===== config.mk =====
export PLATFORM = sky130hd
export DESIGN_NAME = usb_slave_get_packet
export DESIGN_NICKNAME = d
export VERILOG_FILES = /design/src/rtl/usb_slave_pkg.sv /design/src/rtl/usb_slave_get_packet.sv
export SDC_FILE = /design/constraint.sdc
export NUM_CORES = 1
export LEC_CHECK = 0
export ABC_AREA = 1
export ABC_CLOCK_PERIOD_IN_PS = 1700
export BUFFER_PORTS_ARGS = -buffer_cell sky130_fd_sc_hd__buf_2
export CORE_ASPECT_RATIO = 0.9
export CORE_MARGIN = 1.5
export CORE_UTILIZATION = 51
export DETAILED_ROUTE_END_ITERATION = 7
export PLACE_DENSITY_LB_ADDON = 0.05
export RECOVER_POWER = 50
export SLEW_MARGIN = 0
export SYNTH_ARGS = -nofsm -noshare
export SYNTH_HDL_FRONTEND = slang
export SYNTH_SLANG_ARGS = --single-unit

===== constraint.sdc =====
create_clock -name clk -period 1.7 [get_ports clk]
set_input_delay 0.17 -clock clk [delete_from_list [all_inputs] [get_ports clk]]
set_output_delay 0.17 -clock clk [all_outputs]
set_load 0.01 [all_outputs]

===== src/rtl/usb_slave_pkg.sv =====
// Shared definitions for the USB slave: receiver status codes, data PIDs and
// the packet-receive state encoding.
package usb_slave_pkg;

  localparam logic [1:0] RXST_PID  = 2'b00;
  localparam logic [1:0] RXST_DATA = 2'b01;
  localparam logic [1:0] RXST_EOP  = 2'b10;

  localparam logic [3:0] DATA0_PID = 4'h3;
  localparam logic [3:0] DATA1_PID = 4'hB;
  localparam logic [3:0] DATA2_PID = 4'h7;
  localparam logic [3:0] MDATA_PID = 4'hF;

  typedef enum logic [1:0] {
    GP_IDLE,
    GP_WAIT_PID,
    GP_WAIT_DATA,
    GP_DONE
  } getPacketState_t;

  function automatic logic isDataPid(input logic [3:0] pid);
    return (pid == DATA0_PID) || (pid == DATA1_PID) ||
           (pid == DATA2_PID) || (pid == MDATA_PID);
  endfunction

endpackage


===== src/rtl/usb_slave_get_packet.sv =====
// Receive-data engine: waits for a data PID, strips the trailing CRC16 bytes
// and streams the payload into the endpoint RX FIFO, then reports status flags.
module usb_slave_get_packet
  import usb_slave_pkg::*;
#(
  parameter int TIMEOUT_CYCLES = 400,
  parameter int MAX_PAYLOAD    = 64
) (
  input  logic       clk,
  input  logic       rst,
  input  logic       getPacketEn,
  input  logic [7:0] RxByte,
  input  logic       RxDataWEn,
  input  logic [7:0] RxStatus,
  input  logic       RxFifoFull,
  output logic [7:0] RxFifoData,
  output logic       RxFifoWEn,
  output logic [3:0] RxPID,
  output logic       getPacketRdy,
  output logic       CRCError,
  output logic       bitStuffError,
  output logic       RxOverflow,
  output logic       RxTimeOut
);

  localparam int TW = $clog2(TIMEOUT_CYCLES + 1);
  localparam int CW = $clog2(MAX_PAYLOAD + 1);

  getPacketState_t state, stateNext;
  logic [TW-1:0] timer, timerNext;
  logic [1:0]    holdCnt, holdCntNext;
  logic [7:0]    hold0, hold0Next;
  logic [7:0]    hold1, hold1Next;
  logic [CW-1:0] payloadCnt, payloadCntNext;
  logic [7:0]    fifoDataNext;
  logic          fifoWEnNext;
  logic [3:0]    pidNext;
  logic          crcErrNext, bitStuffErrNext, overflowNext, timeOutNext;

  logic [1:0] rxType;
  assign rxType = RxStatus[1:0];

  logic unusedStatus;
  assign unusedStatus = ^RxStatus[7:4];

  // Ready is masked by the arm pulse so the controller never sees a stale ready.
  assign getPacketRdy = (state == GP_IDLE) & ~getPacketEn;

  always_comb begin
    stateNext       = state;
    timerNext       = timer;
    holdCntNext     = holdCnt;
    hold0Next       = hold0;
    hold1Next       = hold1;
    payloadCntNext  = payloadCnt;
    fifoDataNext    = RxFifoData;
    fifoWEnNext     = 1'b0;
    pidNext         = RxPID;
    crcErrNext      = CRCError;
    bitStuffErrNext = bitStuffError;
    overflowNext    = RxOverflow;
    timeOutNext     = RxTimeOut;

    case (state)
      GP_IDLE: begin
        if (getPacketEn) begin
          stateNext       = GP_WAIT_PID;
          timerNext       = '0;
          holdCntNext     = 2'd0;
          payloadCntNext  = '0;
          crcErrNext      = 1'b0;
          bitStuffErrNext = 1'b0;
          overflowNext    = 1'b0;
          timeOutNext     = 1'b0;
        end
      end

      GP_WAIT_PID: begin
        if (RxDataWEn && rxType == RXST_PID && isDataPid(RxByte[3:0])) begin
          pidNext   = RxByte[3:0];
          stateNext = GP_WAIT_DATA;
        end else if (timer == TW'(TIMEOUT_CYCLES - 1)) begin
          timeOutNext = 1'b1;
          stateNext   = GP_DONE;
        end else begin
          timerNext = timer + 1'b1;
        end
      end

      GP_WAIT_DATA: begin
        if (RxDataWEn) begin
          case (rxType)
            RXST_DATA: begin
              // The two newest bytes are withheld: they may turn out to be the CRC.
              hold1Next = hold0;
              hold0Next = RxByte;
              if (holdCnt < 2'd2) begin
                holdCntNext = holdCnt + 1'b1;
              end else if (RxFifoFull || payloadCnt == CW'(MAX_PAYLOAD)) begin
                overflowNext = 1'b1;
              end else begin
                fifoWEnNext    = 1'b1;
                fifoDataNext   = hold1;
                payloadCntNext = payloadCnt + 1'b1;
              end
            end
            RXST_EOP: begin
              crcErrNext      = RxStatus[2] | (holdCnt < 2'd2);
              bitStuffErrNext = RxStatus[3];
              stateNext       = GP_DONE;
            end
            RXST_PID: begin
              crcErrNext = 1'b1;
              stateNext  = GP_DONE;
            end
            default: ;
          endcase
        end
      end

      GP_DONE: stateNext = GP_IDLE;

      default: stateNext = GP_IDLE;
    endcase
  end

  always_ff @(posedge clk) begin
    if (rst) begin
      state         <= GP_IDLE;
      timer         <= '0;
      holdCnt       <= 2'd0;
      hold0         <= 8'h00;
      hold1         <= 8'h00;
      payloadCnt    <= '0;
      RxFifoData    <= 8'h00;
      RxFifoWEn     <= 1'b0;
      RxPID         <= 4'h0;
      CRCError      <= 1'b0;
      bitStuffError <= 1'b0;
      RxOverflow    <= 1'b0;
      RxTimeOut     <= 1'b0;
    end else begin
      state         <= stateNext;
      timer         <= timerNext;
      holdCnt       <= holdCntNext;
      hold0         <= hold0Next;
      hold1         <= hold1Next;
      payloadCnt    <= payloadCntNext;
      RxFifoData    <= fifoDataNext;
      RxFifoWEn     <= fifoWEnNext;
      RxPID         <= pidNext;
      CRCError      <= crcErrNext;
      bitStuffError <= bitStuffErrNext;
      RxOverflow    <= overflowNext;
      RxTimeOut     <= timeOutNext;
    end
  end

endmodule


==> key figures <==
Cells and area
  – Layout cells sized above 1: 15.97%
  – Area grow syn2layout: 16.97%
  – N_diodes: 0
  – Final #Nets: about 430
  – Footprint of the multi-input gates: around 1300 um^2
  – Layout fillers: 473
  – Sequential cell area: ~1100 um^2

Timing
  – Final Hold Fails: 0
  – Slew of the pin with the lowest slew margin: 262.1 ps
  – RSZ-0062 raised after global routing: no
  – Fin Setup TNS: 0 ps
  – Setup Skew: 8.503 ps
  – Min Tclk post-route: 1536 ps
  – Final setup violation count: 0
  – Post-route setup slack: 163.6 ps
  – Fin crit share: 90.37%
  – F_max: 0.6509 GHz
  – Slew headroom: 82.50%
  – Fin. max-slew vios: 0

Setup path
  – Startpoint type of the worst setup path: register
  – Critical Path Fanout Max: 10
  – Worst endpoint required time: 1940 ps
  – Kind of end point of the critical path: register
  – FF-to-FF path depth: 9
  – Worst Setup Path Type: reg -> reg
  – Critical path arrival: 1780 ps

Clock tree
  – CTS tree: built
  – Setup Buffers After CTS: 0
  – Max H-tree Level: 2
  – CTS Buffer Depth: 2
  – Total CTS buffers: 5
  – Root Buffer: clkbuf_8
  – Clock transition at path regs: between 100 and 150 ps
  – Sinks on the clock net: 53
  – Insertion delay to the later sink of the worst-skew pair: approximately 310 ps

Flow run
  – Number of max-cap violations: 0

Floorplan
  – Initial Util: 52.79%
  – Die W: about 77 um
  – IO Count: 39
  – Core box area: 4805 um^2
  – Die Area: 5406 um^2
  – FP Rows: 24
  – Die height: 69.90 um

Routing
  – Via count: between 2000 and 2500
  – Final ANT Viol Nets: 0
  – WL final: between 5 and 6 mm
  – Routed wire length per instance: 11.24 um
  – Initial DRC count: 102
  – DRT Pass-1 Iters: 4
  – Vias/cell: approximately 5.0
  – Residual DRC count: 0

Yosys
  – Post-Syn Area per Cell: 7.045 um^2
  – Yosys warns: 0
  – Most numerous cell in the Yosys netlist: nor2_1
  – Seq cells post-synth: 53
  – Post-synth EDFFs: 0
  – Syn Nets: 388
  – Leading cell types by count after synthesis: 78 x nor2_1, 65 x nand2_1, 53 x dfxtp_1, 32 x nand3_1
  – Cells after synthesis: 360
  – Mapped Area: 2536 um^2
  – Yosys top cell area share: 41.84%
  – Post-synthesis sequential area ratio: 41.84%
  – Post-synth top flop: dfxtp_1
  – Yosys top cell by area: dfxtp_1
  – Synth area leaders: dfxtp_1 42%, nor2_1 12%, nand2_1 9.6%
  – Async set-reset flop share out of synthesis: 0%
  – Synth unique cells: 33

Placed design
  – Port-buffer cells: 34
  – Post-place setup slack: -19.22 ps
  – Final GP Congestion: 0.8270
  – Hpwl dp: 3.784 mm

GRT
  – Initial antenna violation count: 0
  – Vias in the first global route: 2183
  – First-pass GRT wire length: 9.390 mm
  – Grt ovf: 0
  – Largest net degree at the start of global routing: 29
  – GR Util All Layers: a little over a fifth

Power
  – Power Density: 1300 nW/um^2
  – Leakage Power: 1.248 nW
  – VDD IR-drop max: 0.7197 mV

Status
  – Status: finished, final reports clean

Min path
  – Worst hold path class: in -> reg
  – Worst hold stages: 3
power breakdown:
group	total, mW	internal [mW]	switching [mW]
combinational	1.68	0.595	1.08
sequential	1.42	1.36	0.0655
clock	0.758	0.309	0.449
placed cells by master (no fill, tap or decap), drive strengths merged, types with 3 or more instances in the layout:
cell type,count
nor2,82
a21oi,29
clkbuf,23
inv,34
clkinv,3
nand2,69
dfxtp,53
buf,29
ha,7
nand3,36
o21ai,26
nor3,3
o21bai,5
logic make-up (layout without fill, tap and decap cells):
family / Yosys count / count (layout) / share of synthesized area [%]
AO/OA/AOI/OAI: 60 / 60 / 12.48
XOR/XNOR: 3 / 3 / 1.036
adder cells (fa/ha/maj): 7 / 7 / 3.453
buffers and inverters: 42 / 89 / 6.907
flip-flops: 53 / 53 / 41.84
AND/OR/NAND/NOR: 195 / 195 / 34.29
critical path: stages (launching register included):
cell and delay (ps):
dfxtp_4 380, inv_2 70, ha_4 170, nand2_2 90
o21ai_0 100, nor2_2 190, nand2_4 140, nand2_4 130
nand2_1 60, a21oi_1 120
flip-flops by register name (all words and copies together), names as in the netlist:
register / flops
CRCError: 1
RxFifoData: 8
RxFifoWEn: 1
RxOverflow: 1
RxPID: 4
RxTimeOut: 1
bitStuffError: 1
hold0: 8
hold1: 8
holdCnt: 2
payloadCnt: 7
state: 2
timer: 9
cell type report:
class,count,share of cell area (%)
multi-input combinational,265,45.42
sequential,53,35.89
timing repair buffer,47,8.182
inverter,34,4.471
tap,65,2.741
clock buffer,5,2.320
clock inverter,3,0.9701
per-stage QoR:
stage / cells / total power, mW / instance area [um^2] / util, % / hold WS, ps
after global placement: 464 / 2.988 / 2841 / 59.14 / 396.7
after CTS: 472 / 3.812 / 2952 / 61.43 / 70.60
after detailed placement: 464 / 3.009 / 2841 / 59.14 / 405.4
final: 472 / 3.857 / 2967 / 61.74 / 79.61
after global routing: 472 / 4.127 / 2967 / 61.74 / 91.67
after floorplan: 360 / 2.542 / 2536 / - / 239.1
what timing repair did:
item,CTS,global route
setup endpoints to repair,12,31
gates resized for setup,3,14
hold buffers,0,0
pin swaps,1,0
final timing paths:
| kind | from | end | slack (ps) |
|---|---|---|---|
| worst max-delay path | state[1] | timer[3] | 160 |
| worst min-delay path | RxByte[5] | hold0[5] | 80 |
| worst max register to register | state[1] | timer[3] | 160 |
| worst min register to register | RxPID[0] | RxPID[0] | 450 |
metal layers:
layer / global-route usage [%] / wire, um
met4: 6.465 / 51
met3: 3.791 / 200
met2: 35.77 / 2412
met1: 27.96 / 2640
met5: 0 / 0
(Power assumes the default switching activity.)
